===== src/rtl/dcache_ctrl_pkg.sv =====
// Shared types and geometry for the data-cache miss controller.
package dcache_ctrl_pkg;

    localparam int TAG_W  = 5;
    localparam int IDX_W  = 8;
    localparam int OFF_W  = 3;
    localparam int WORDS  = 4;
    localparam int ADDR_W = 16;
    localparam int DATA_W = 16;

    // Declaration order matters: WB0..RD3 advance by +1 in the controller.
    typedef enum logic [3:0] {
        IDLE, WB0, WB1, WB2, WB3, RD0, RD1, RD2, RD3, WAIT, FINAL
    } stateT;

    // Miss request captured on the miss-detect cycle and replayed in FINAL.
    typedef struct packed {
        logic [TAG_W-1:0]  tag;
        logic [IDX_W-1:0]  idx;
        logic [1:0]        word;
        logic [DATA_W-1:0] data;
        logic              wr;
    } missReqT;

    // Word address of one word of a line; plain concatenation, wraps at 16 bits.
    function automatic logic [ADDR_W-1:0] lineAddr(input logic [TAG_W-1:0] tag,
                                                   input logic [IDX_W-1:0] idx,
                                                   input logic [1:0]       word);
        return {tag, idx, word, 1'b0};
    endfunction

    // Which line word a WB/RD state works on.
    function automatic logic [1:0] stateWord(input stateT s);
        case (s)
            WB1, RD1: return 2'd1;
            WB2, RD2: return 2'd2;
            WB3, RD3: return 2'd3;
            default:  return 2'd0;
        endcase
    endfunction

endpackage


===== src/rtl/dcache_ctrl_fill_pipe.sv =====
// Tracks outstanding memory reads: a MEM_LAT-deep valid/word shift register
// whose output stage lines up with m_data_out.
module dcache_ctrl_fill_pipe #(
    parameter int MEM_LAT = 2
) (
    input  logic       clk,
    input  logic       rst,
    input  logic       push,
    input  logic [1:0] pushWord,
    output logic       outValid,
    output logic [1:0] outWord,
    output logic       emptyNext
);

    logic [MEM_LAT:1]      vldPipe;
    logic [MEM_LAT:1][1:0] wordPipe;
    logic                  inner;

    // Shift issued reads toward the output; reset drops anything in flight.
    always_ff @(posedge clk) begin
        if (rst) begin
            vldPipe  <= '0;
            wordPipe <= '0;
        end else begin
            vldPipe[1]  <= push;
            wordPipe[1] <= pushWord;
            for (int i = 2; i <= MEM_LAT; i++) begin
                vldPipe[i]  <= vldPipe[i-1];
                wordPipe[i] <= wordPipe[i-1];
            end
        end
    end

    // Anything still queued behind the output stage.
    always_comb begin
        inner = 1'b0;
        for (int i = 1; i < MEM_LAT; i++) inner = inner | vldPipe[i];
    end

    assign outValid  = vldPipe[MEM_LAT];
    assign outWord   = wordPipe[MEM_LAT];
    // Empty once the word at the output is consumed this cycle.
    assign emptyNext = ~push & ~inner;

endmodule


===== src/rtl/dcache_ctrl.sv =====
// Miss-handling controller for the direct-mapped data cache: hit compare,
// dirty-victim write-back and 4-word line fill against a fixed-latency memory.
module dcache_ctrl
    import dcache_ctrl_pkg::*;
#(
    parameter int MEM_LAT = 2
) (
    input  logic              clk,
    input  logic              rst,
    input  logic [ADDR_W-1:0] Addr,
    input  logic [DATA_W-1:0] DataIn,
    input  logic              Rd,
    input  logic              Wr,
    output logic [DATA_W-1:0] DataOut,
    output logic              Done,
    output logic              Stall,
    output logic              CacheHit,
    output logic              Err,
    output logic              c_enable,
    output logic              c_comp,
    output logic              c_write,
    output logic              c_valid_in,
    output logic [IDX_W-1:0]  c_index,
    output logic [OFF_W-1:0]  c_offset,
    output logic [TAG_W-1:0]  c_tag_in,
    output logic [DATA_W-1:0] c_data_in,
    input  logic              c_hit,
    input  logic              c_valid,
    input  logic              c_dirty,
    input  logic [TAG_W-1:0]  c_tag_out,
    input  logic [DATA_W-1:0] c_data_out,
    output logic [ADDR_W-1:0] m_addr,
    output logic [DATA_W-1:0] m_data_in,
    output logic              m_wr,
    output logic              m_rd,
    input  logic [DATA_W-1:0] m_data_out
);

    stateT   state, nextState;
    missReqT reqQ;
    logic    latch;
    logic    push;
    logic [1:0] word;
    logic    fillValid;
    logic [1:0] fillWord;
    logic    pipeEmptyNext;
    logic    reqOk, reqErr;

    assign reqOk  = (Rd ^ Wr) & ~Addr[0];
    assign reqErr = (Rd | Wr) & (Addr[0] | (Rd & Wr));
    assign word   = stateWord(state);

    dcache_ctrl_fill_pipe #(.MEM_LAT(MEM_LAT)) uFillPipe (
        .clk      (clk),
        .rst      (rst),
        .push     (push),
        .pushWord (word),
        .outValid (fillValid),
        .outWord  (fillWord),
        .emptyNext(pipeEmptyNext)
    );

    // State register and capture of the missing request.
    always_ff @(posedge clk) begin
        if (rst) begin
            state <= IDLE;
            reqQ  <= '0;
        end else begin
            state <= nextState;
            if (latch)
                reqQ <= '{tag: Addr[15:11], idx: Addr[10:3], word: Addr[2:1],
                          data: DataIn, wr: Wr};
        end
    end

    // Next-state and all outputs; reset forces every output low.
    always_comb begin
        nextState  = state;
        latch      = 1'b0;
        push       = 1'b0;
        DataOut    = '0;
        Done       = 1'b0;
        Stall      = 1'b0;
        CacheHit   = 1'b0;
        Err        = 1'b0;
        c_enable   = 1'b0;
        c_comp     = 1'b0;
        c_write    = 1'b0;
        c_valid_in = 1'b0;
        c_index    = '0;
        c_offset   = '0;
        c_tag_in   = '0;
        c_data_in  = '0;
        m_addr     = '0;
        m_data_in  = '0;
        m_wr       = 1'b0;
        m_rd       = 1'b0;
        if (!rst) begin
            case (state)
                IDLE: begin
                    if (reqErr) begin
                        Err = 1'b1;
                    end else if (reqOk) begin
                        c_enable  = 1'b1;
                        c_comp    = 1'b1;
                        c_write   = Wr;
                        c_index   = Addr[10:3];
                        c_offset  = Addr[2:0];
                        c_tag_in  = Addr[15:11];
                        c_data_in = DataIn;
                        if (c_hit & c_valid) begin
                            Done     = 1'b1;
                            CacheHit = 1'b1;
                            DataOut  = c_data_out;
                        end else begin
                            Stall     = 1'b1;
                            latch     = 1'b1;
                            nextState = (c_valid & c_dirty) ? WB0 : RD0;
                        end
                    end
                end
                WB0, WB1, WB2, WB3: begin
                    // Victim word read straight out of the array onto the memory bus.
                    Stall     = 1'b1;
                    c_enable  = 1'b1;
                    c_index   = reqQ.idx;
                    c_offset  = {word, 1'b0};
                    m_wr      = 1'b1;
                    m_addr    = lineAddr(c_tag_out, reqQ.idx, word);
                    m_data_in = c_data_out;
                    nextState = stateT'(state + 4'd1);
                end
                RD0, RD1, RD2, RD3: begin
                    Stall     = 1'b1;
                    m_rd      = 1'b1;
                    m_addr    = lineAddr(reqQ.tag, reqQ.idx, word);
                    push      = 1'b1;
                    nextState = stateT'(state + 4'd1);
                end
                WAIT: begin
                    Stall = 1'b1;
                    if (pipeEmptyNext) nextState = FINAL;
                end
                FINAL: begin
                    // Replay the original access now that the line is resident.
                    c_enable  = 1'b1;
                    c_comp    = 1'b1;
                    c_write   = reqQ.wr;
                    c_index   = reqQ.idx;
                    c_offset  = {reqQ.word, 1'b0};
                    c_tag_in  = reqQ.tag;
                    c_data_in = reqQ.data;
                    Done      = 1'b1;
                    DataOut   = c_data_out;
                    nextState = IDLE;
                end
                default: nextState = IDLE;
            endcase
            // Returning memory data owns the array port; the line only turns
            // valid with its last word so a cut-short fill leaves it invalid.
            if (fillValid) begin
                c_enable   = 1'b1;
                c_comp     = 1'b0;
                c_write    = 1'b1;
                c_index    = reqQ.idx;
                c_offset   = {fillWord, 1'b0};
                c_tag_in   = reqQ.tag;
                c_data_in  = m_data_out;
                c_valid_in = (fillWord == 2'd3);
            end
        end
    end

endmodule


===== config.mk =====
export PLATFORM = sky130hd
export DESIGN_NAME = dcache_ctrl
export DESIGN_NICKNAME = d
export VERILOG_FILES = /design/src/rtl/dcache_ctrl_pkg.sv /design/src/rtl/dcache_ctrl_fill_pipe.sv /design/src/rtl/dcache_ctrl.sv
export SDC_FILE = /design/constraint.sdc
export NUM_CORES = 1
export LEC_CHECK = 0
export BUFFER_PORTS_ARGS = -buffer_cell sky130_fd_sc_hd__buf_4
export CORE_MARGIN = 4
export CORE_UTILIZATION = 44
export DETAILED_ROUTE_END_ITERATION = 8
export GPL_TIMING_DRIVEN = 1
export PLACE_DENSITY_LB_ADDON = 0.05
export RECOVER_POWER = 25
export SKIP_LAST_GASP = 1
export SYNTH_ARGS = -nofsm -noshare
export SYNTH_HDL_FRONTEND = slang
export SYNTH_HIERARCHICAL = 1
export SYNTH_SLANG_ARGS = --single-unit

===== constraint.sdc =====
create_clock -name clk -period 3.9 [get_ports clk]
set_clock_uncertainty 0.1 [all_clocks]
set_input_delay 1.17 -clock clk [delete_from_list [all_inputs] [get_ports clk]]
set_output_delay 1.17 -clock clk [all_outputs]
set_load 0.02 [all_outputs]

==> results.md, run 1 <==
Worst setup path:
- Counting cells, the worst reg-to-reg path comes to 7.
- Among all stages on the critical path, the largest delay is contributed by sky130_fd_sc_hd__o41ai_4.
- The worst setup path endpoint is DataOut[15].
- The maximum fanout encountered on the critical timing path is 5.
- The buffering stage count on the worst path with inverters included is 3.
- Across all register-to-register paths, the minimum setup slack is approximately 1100 ps.
- The timing startpoint of the critical path is Wr.
- The critical path crosses 8 cells after its start point.
- STA classifies the critical path endpoint as a primary output.
- The class of the most critical setup path is in2out.
- Grouping stages by cell kind, the critical path spends the most delay in simple AND/OR/NAND/NOR gates.
- The data required time at the worst endpoint is ~2600 ps.
- The startpoint identified for the worst register-to-register timing path is state[0]$_SDFFE_PP0P_.
- The startpoint kind of the worst setup timing path is an input port.
- The worst register-to-register path ends at reqQ[30]$_SDFFE_PP0P_.
- The signal on the critical path passes through buf_8 -> inv_4 -> ha_4 -> nand2b_4 -> o41ai_4 -> and2b_2 -> and3_4 -> buf_6.
- The critical path's largest stage delay is 420 ps.
- Data on the critical path arrives at its endpoint at 2640 ps.

Floorplan:
- The initial core utilization is 46.1%.
- The number of cell rows is 28.
- 166 I/O pins were placed.
- The core footprint is around 6000 sq um.
- The die is 87.2 um wide.
- From bottom edge to top edge, the die measures 87.2 um.
- The die covers 7610 sq um.

Timing:
- Once routing completed, OpenROAD measured the worst setup slack at -9.80 ps.
- Setup repair after global routing could not meet its margin everywhere.
- Of the available clock period, the critical path in the final layout requires 100%.
- The shortest clock period the worst path allows after layout is 3910 ps.
- Measured against its own limit, the worst slew margin works out to under 10%.
- The max-slew violation count is 0.
- At the pin with the least slew margin, the transition time is 1370 ps.
- The highest clock rate is 256 MHz.
- The number of hold-slack violations in the final timing report is 0.
- Setup violations remaining at the end of the flow were counted as 4.

GRT:
- The number of antenna violations at the first check in global routing is 0.
- In the global route stage, overall resource usage came out at approximately a quarter.
- The global-route wire length before repair is 14,900 um.
- The number of global-route vias before repair was 3,183.
- Global routing finished with a remaining overflow of 0.
- Entering global routing, the biggest net connects 33 pins.

Logic synthesis:
- The simple-gate share of the synthesized area is 33.3%.
- The number of instances in the synthesized netlist is 391.
- The synthesized design contains 42 register bits.
- The total number of yosys warnings is 6.
- After synthesis, the share of cell area in mux cells is 1.09%.
- The synthesized netlist devotes roughly 25% of its cell area to compound gates.
- The main combinational cell family by area after synthesis is simple AND/OR/NAND/NOR gates.
- The cell area that synthesis handed to floorplanning was 2760 sq um.
- The adder-cell area share of the yosys netlist is 2.72%.
- Summing the areas of all xor and xnor instances in the mapped netlist gives 0.317% of the synthesized area.
- The share of the Yosys chip area taken by registers is 30.4%.
- The synthesized area per cell is 7.07 sq um.
- In this run, distinct cell masters in the synthesized netlist total 42.

Finish:
- The core utilization of the finished layout is 72.7%.
- The net count reported at finish is between 600 and 700.
- The count of filler cells inserted in the layout is 502.
- The area growth from synthesis to final layout is 57.7%.
- The count of antenna diodes in the layout is 0.
- The post-route netlist has 38.7% of its cells at a drive strength greater than 1.
- The count of placed standard cells in the final layout, fillers left out is 623.
- The top cell types in the final layout, fill and taps aside, are sky130_fd_sc_hd__buf_4 (166), sky130_fd_sc_hd__nand2_1 (86), sky130_fd_sc_hd__dfxtp_1 (42), sky130_fd_sc_hd__a21oi_1 (40), sky130_fd_sc_hd__and2_1 (34).
- The library cell used most frequently in the layout, excluding fill and tap cells, is sky130_fd_sc_hd__buf_4.

Pwr:
- Cell internal power was estimated by the tool at ~1.2 mW.
- The combinational cell fraction of total power is 60.1%.
- The proportion of power drawn by flip-flops and latches is 24.2%.
- The net load switching power is 0.981 mW.
- The net switching fraction of the power is 44.0%.
- The clock network power share is 15.6%.
- Dividing total power by cell area gives a power density of between 500 and 600 nW/um^2.
- The maximum ir drop on the vdd rail is roughly 390 uV.
- The cell leakage power is ~1.9 nW.

Run status:
- The checks that failed: setup timing.
- The flow ran to the end, but the final reports show violations.

Routing:
- The final antenna-violating net count is 0.
- The post-detailed-route via-to-cell ratio is roughly 5.4.
- The DRC violation count after routing is 0.
- The final layout contains routed wiring with a total length of 9860 um.
- After detailed routing, the average wire length per cell comes to 15.8 um.
- Before antenna repair, the detailed router went through 5 iterations.
- Detailed routing inserted a total of around 3,400 vias.
- The violation count after the first detailed-routing iteration is 161.

Flow run:
- Across the run, the number of max-cap violations was 0.

Clock network:
- CTS saw 42 sinks.
- After clock tree synthesis, the clock-pin slew on the worst setup and hold paths is 70 ps.
- The later-pin clock latency in the skew report is 290 ps.
- The master cell of the clock root buffer is sky130_fd_sc_hd__clkbuf_8.
- In this run, post-CTS hold repair placed 0 buffers.
- The TritonCTS clock tree is done.
- The largest buffer count on any clock path is 2.
- The depth of the CTS H-tree is 2.
- The number of buffers created by CTS is 5.

Worst hold path:
- In this run the worst hold path is classified as reg2reg.

Placement:
- The HPWL after detailed placement is 7070 um.
- The routability congestion estimate from global placement is 0.795.
- At the placement stage, the worst setup path has a slack of -95.3 ps.
- The placed cell count is 611.
- The number of port buffers is 163.
## per-layer routing
metal	global-route usage (%)	wire, um	vias to the layer above
met5	0	0	-
met4	7.11	224	0
met3	4.45	844	22
met2	43.2	4960	156
met1	29.6	3840	1552
li1	-	-	1659
## kinds of logic after synthesis
logic type               Yosys count
AND/OR/NAND/NOR                  187
multiplexers                       3
flip-flops                        42
buffers and inverters             39
AO/OA/AOI/OAI                    112
other                              1
XOR/XNOR                           1
adder cells (fa/ha/maj)            6
## sequential cells by signal (all words and copies together), names as in the netlist
register	count
reqQ	32
state	4
uFillPipe/outWord	2
uFillPipe/vldPipe	2
uFillPipe/wordPipe	2
## final cells by class
class / instances / area (sq um) / share of cell area [%]
Timing Repair Buffer: 181 / 1420 / 32.5
Multi-Input combinational cell: 313 / 1870 / 42.9
Clock inverter: 1 / 30.0 / 0.689
Tap cell: 75 / 93.8 / 2.15
Clock buffer: 6 / 82.6 / 1.90
Inverter: 5 / 23.8 / 0.546
Sequential cell: 42 / 841 / 19.3
## metrics by stage
| step | setup TNS (ps) | area, sq um | total power, mW | hold WS, ps |
|---|---|---|---|---|
| final | -21.8 | 4360 | 2.23 | 346 |
| after floorplan | 0 | 2770 | 1.33 | 314 |
| after global routing | -747 | 4360 | 2.38 | 360 |
| after global placement | -398 | 4040 | 1.79 | 318 |
| after CTS | 0 | 4240 | 2.20 | 349 |
| after detailed placement | -1290 | 4040 | 1.81 | 331 |
## power by group through the flow
stage	clock network, mW	registers [mW]	logic (mW)
floorplan	0	0.524	0.805
global placement	0	0.543	1.25
detailed placement	0	0.545	1.26
CTS	0.354	0.536	1.31
global route	0.372	0.547	1.46
finish	0.349	0.540	1.34
## worst min path at each step
| stage | startpoint | endpoint | slack, ps | cells after the start |
|---|---|---|---|---|
| after floorplan | uFillPipe/wordPipe[0]$_SDFF_PP0_ | uFillPipe/outWord[0]$_SDFF_PP0_ | 310 | 1 |
| after global placement | uFillPipe/wordPipe[0]$_SDFF_PP0_ | uFillPipe/outWord[0]$_SDFF_PP0_ | 320 | 1 |
| after detailed placement | uFillPipe/wordPipe[0]$_SDFF_PP0_ | uFillPipe/outWord[0]$_SDFF_PP0_ | 330 | 1 |
| after CTS | uFillPipe/wordPipe[0]$_SDFF_PP0_ | uFillPipe/outWord[0]$_SDFF_PP0_ | 350 | 1 |
| after global routing | uFillPipe/wordPipe[0]$_SDFF_PP0_ | uFillPipe/outWord[0]$_SDFF_PP0_ | 360 | 1 |
| final | uFillPipe/wordPipe[0]$_SDFF_PP0_ | uFillPipe/outWord[0]$_SDFF_PP0_ | 350 | 1 |
## timing repair
item                       CTS  global route
buffers inserted             0             2
cloned                       3             0
setup endpoints to repair   40            55
resized for setup           16            29
pin swaps                    3            11
## synthesized netlist by cell type (all sizes together)
cell	number	share of area, %
a2111oi	2	0.68
or3	1	0.23
inv	5	0.68
mux2i	3	1.1
dfxtp	42	30
buf	14	3.1
a31oi	2	0.68
nor4	5	1.4
conb	1	0.14
o21ai	26	4.7
nand4	2	0.45
o41ai	1	0.59
and2	41	9.3
or3b	1	0.32
nand3b	5	1.4
clkbuf	20	2.7
nor3	3	0.72
nor3b	2	0.54
a21oi	40	7.2
a211oi	1	0.27
and4	1	0.32
and3	2	0.45
a221oi	3	0.95
nand2b	2	0.45
and2b	1	0.32
o311ai	1	0.32
nand2	86	12
nor2	23	3.1
ha	6	2.7
a22oi	28	7.6
xor2	1	0.32
o31ai	1	0.27
o21a	2	0.54
a22o	5	1.6
nor2b	12	2.7
(Power assumes the default switching activity.)
==> run 2, diff against run 1 <==
Settings changed: ABC_AREA from default to 1, CORE_UTILIZATION 44 to 47.
==> results.md, run 2 <==
Floorplan:
- The number of cell rows came to 30 (+7.1%).
- The initial core utilization is 48.4% (+2.3 points).
- The overall die height is 91.9 um (+5.4%).
- The number of top-level pins is 166 (unchanged).
- The die footprint is 8450 sq um (+11%).
- The horizontal die dimension is 91.9 um (+5.4%).
- The core footprint is 6830 sq um (+14%).

Finish:
- The core utilization of the finished layout came to 70.2% (-2.5 points).
- The share of layout cells above drive strength 1 is 27.2% (-11 points).
- The library cell used most frequently in the layout, excluding fill and tap cells, is sky130_fd_sc_hd__nand2_1.
- The most flop-heavy register is reqQ.
- In the final layout, the registers with the most flip-flops are reqQ (32), state (4).
- The count of antenna diodes in the layout came to 0 (unchanged).
- The final instance area was 4800 sq um (+10%).
- The net count reported at finish is 845 (+34%).
- The number of flip-flops under the largest register name came to 32 (unchanged).
- The area growth from synthesis to final layout is 45.0%.
- In the layout the commonest cells are sky130_fd_sc_hd__nand2_1 (178), sky130_fd_sc_hd__buf_4 (171), sky130_fd_sc_hd__inv_1 (133), sky130_fd_sc_hd__nor2_1 (84), sky130_fd_sc_hd__o21ai_0 (45).
- The count of placed standard cells in the final layout, fillers left out is 860 (+38%).

Worst setup path:
- The kind of end point of the critical path is a primary output.
- STA classifies the critical path startpoint as an input port.
- The worst register-to-register path ends at reqQ[10]$_SDFFE_PP0P_.
- The class of the most critical setup path is in2out.
- The worst path arrival time was 2570 ps (-70 ps).
- The maximum fanout encountered on the critical timing path is 19 (+14).
- The data required time at the worst endpoint is 2630 ps (about the same).
- The start of the worst register-to-register path is state[0]$_SDFFE_PP0P_.
- The worst-case reg-to-reg path depth is 9 (+2).
- The register-to-register setup slack is 1400 ps (+310 ps).

Clock network:
- The depth of the CTS H-tree came to 2 (unchanged).
- The later-pin clock latency in the skew report is 310 ps (+20 ps).
- The largest buffer count on any clock path is 2 (unchanged).
- The clock-pin slew reported for the worst setup and hold paths after clock tree synthesis came to 80 ps (about the same).
- The number of buffers created by CTS is 5 (unchanged).
- CTS placed an instance of sky130_fd_sc_hd__clkbuf_8 at the clock tree root.
- The sink count of the clock tree is 42 (unchanged).
- The count of hold buffers inserted by post-cts repair is 0 (unchanged).
- The TritonCTS clock tree is done.

GRT:
- The overall track demand over capacity in global routing was 24.8% (+0.49 points).
- The pin count of the biggest net entering global routing is 26 (-21%).
- The number of global-route vias before repair was 3,770 (+18%).
- The global route total overflow came to 0 (unchanged).
- The global-route wire length before repair was 17,400 um (+17%).
- The number of antenna violations at the first check in global routing is 0 (unchanged).

Timing:
- The number of setup violations in the final report is 0 (-4).
- The slew at the pin closest to its max-slew limit is 833 ps (-532 ps).
- The highest clock rate is 260 MHz (+1.8%).
- The number of hold-slack violations in the final timing report is 0 (unchanged).
- The relative slew slack is 44.4% (+35 points).
- The shortest clock period the worst path allows after layout is 3840 ps (-68.7 ps).
- The max-slew violation count is 0 (unchanged).
- The setup TNS after final layout is 0 ps (+21.8 ps).
- The period utilization is 98.5% (-1.8 points).
- Setup repair after global routing could not meet its margin everywhere.

Run status:
- The flow ran to the end, and the final reports show no timing, DRC or antenna violations.

Logic synthesis:
- The compound-cell area share of the yosys netlist was 13.3% (-12 points).
- The total of flip-flops plus latches after synthesis came to 42 (unchanged).
- The synthesized area per cell was 5.51 sq um (-22%).
- The adder-cell area share of the yosys netlist is 2.27% (-0.45 points).
- The number of different library cells in the post-synthesis netlist is 34 (-19%).
- The total number of yosys warnings is 6 (unchanged).
- After synthesis, the largest family of logic cells by area is simple AND/OR/NAND/NOR gates.
- The async set-reset flop share out of synthesis is 0% (unchanged).
- After synthesis, the cell types taking the most area are sky130_fd_sc_hd__dfxtp_1 (25%), sky130_fd_sc_hd__nand2_1 (20%), sky130_fd_sc_hd__inv_1 (15%).
- The post-synthesis instance area is 3310 sq um (+20%).
- After synthesis, the most frequently instantiated cells are sky130_fd_sc_hd__nand2_1 (180), sky130_fd_sc_hd__inv_1 (134), sky130_fd_sc_hd__nor2_1 (85).
- The number of enable flip-flop cells after synthesis was 0 (unchanged).
- The share of cell area taken by muxes after synthesis is 0% (-1.1 points).
- The simple-gate share of the synthesized area is 38.7% (+5.4 points).
- The portion of the post-synthesis area used by sequential elements is 25.4% (-5.0 points).
- The most common cell in the synthesized netlist is sky130_fd_sc_hd__nand2_1.
- The portion of synthesized cell area occupied by the leading cell type is 25.4% (-5.0 points).
- The synthesized design spends more area on one cell type than any other, namely sky130_fd_sc_hd__dfxtp_1.
- The number of instances in the synthesized netlist came to 601 (+54%).
- The most used flip-flop cell after synthesis is sky130_fd_sc_hd__dfxtp_1.
- The xor/xnor share of the synthesized area is 0.529% (+0.21 points).

Placement:
- The placed wire-length estimate after detailed placement came to 8250 um (+17%).
- The routability congestion estimate from global placement is 0.887 (+12%).
- The placed cell count is 850 (+39%).
- The instance area after placement is 4610 sq um (+14%).
- The number of port buffers is 163 (unchanged).

Routing:
- The DRC violation count after routing is 0 (unchanged).
- The total wirelength of the detailed-routed design is 11,000 um (+11%).
- The final antenna-violating net count came to 0 (unchanged).
- The via count came to 4,044 (+19%).
- The detailed-router iteration count before antenna repair is 5 (unchanged).
- The average detailed-routed wire length per instance is 12.7 um (-19%).
- The post-detailed-route via-to-cell ratio came to 4.70 (-14%).
- The violation count after the first detailed-routing iteration came to 191 (+19%).

Pwr:
- The net switching fraction of the power is 45.8% (+1.8 points).
- The clock network power share is 20.3% (+4.7 points).
- The net load switching power was 0.988 mW (+0.72%).
- The cell area power density was 449 nW/um^2 (-12%).
- The internal power of the cells was 1.17 mW (-6.5%).
- The proportion of power drawn by flip-flops and latches was 23.7% (-0.5 points).
- The combinational cell fraction of total power is 56.1% (-4.0 points).
- The cell leakage power is 2.81 nW (+47%).
- The maximum ir drop on the vdd rail is 460 uV (+19%).

Worst hold path:
- The worst hold path stage count was 2 (+1).
- The tightest min-delay check is of the reg2reg type.
- The worst hold path startpoint is uFillPipe/wordPipe[0]$_SDFF_PP0_.
- The end point of the most critical hold path is uFillPipe/outWord[0]$_SDFF_PP0_.

Flow run:
- The max-cap violation count came to 0 (unchanged).
## run 2: final cells by class
class	instances	area [sq um]
fill	625	2030
timing repair buffer	175	1310
sequential	42	841
multi-input combinational	400	1860
clock buffer	6	82.6
inverter	139	524
clock inverter	2	60.1
tap	96	120
## run 2: worst max path at each step
stage | depth (start not counted) | to | start
after CTS | 10 | c_data_in[13] | Wr
after floorplan | 7 | DataOut[10] | Rd
final | 6 | c_write | rst
after global routing | 7 | m_addr[12] | rst
after global placement | 6 | c_write | rst
after detailed placement | 10 | c_data_in[13] | Wr
## run 2: power by group through the flow
stage / registers, mW / logic [mW] / clock network, mW
6_report: 0.511 / 1.21 / 0.437
5_1_grt: 0.516 / 1.33 / 0.459
4_1_cts: 0.510 / 1.19 / 0.443
3_5_place_dp: 0.520 / 1.18 / 0
3_3_place_gp: 0.518 / 1.17 / 0
2_1_floorplan: 0.512 / 0.784 / 0
## run 2: logic make-up after synthesis
kind of cell / count (synthesis)
compound gates: 82
xor+xnor: 2
fa+ha+maj: 6
buf+inv: 161
flops: 42
other cells: 1
simple gates: 307
## run 2: per-layer routing
metal	vias up	wire length (um)	GRT usage (%)
met5	-	0	0
met4	0	168	8.04
met3	11	935	5.25
met2	169	5260	42.8
met1	1777	4600	30.5
li1	2087	-	-
## run 2: per-stage QoR
step,total power [mW],setup slack (ps),hold slack [ps]
2_1_floorplan,1.30,112,288
3_3_place_gp,1.69,86.0,294
3_5_place_dp,1.70,41.6,296
4_1_cts,2.14,35.0,308
5_1_grt,2.30,-37.6,323
6_report,2.16,58.9,308
## run 2: timing repair
item	4_1_cts	5_1_grt
buffers inserted	0	1
endpoints found under the setup margin	0	50
gates resized for setup	0	10
## run 2: worst max-delay path: stages
cell	delay (ps)
sky130_fd_sc_hd__buf_4	90
sky130_fd_sc_hd__clkinv_1	350
sky130_fd_sc_hd__nand2_2	500
sky130_fd_sc_hd__o21ai_0	120
sky130_fd_sc_hd__o21bai_1	170
sky130_fd_sc_hd__buf_4	170
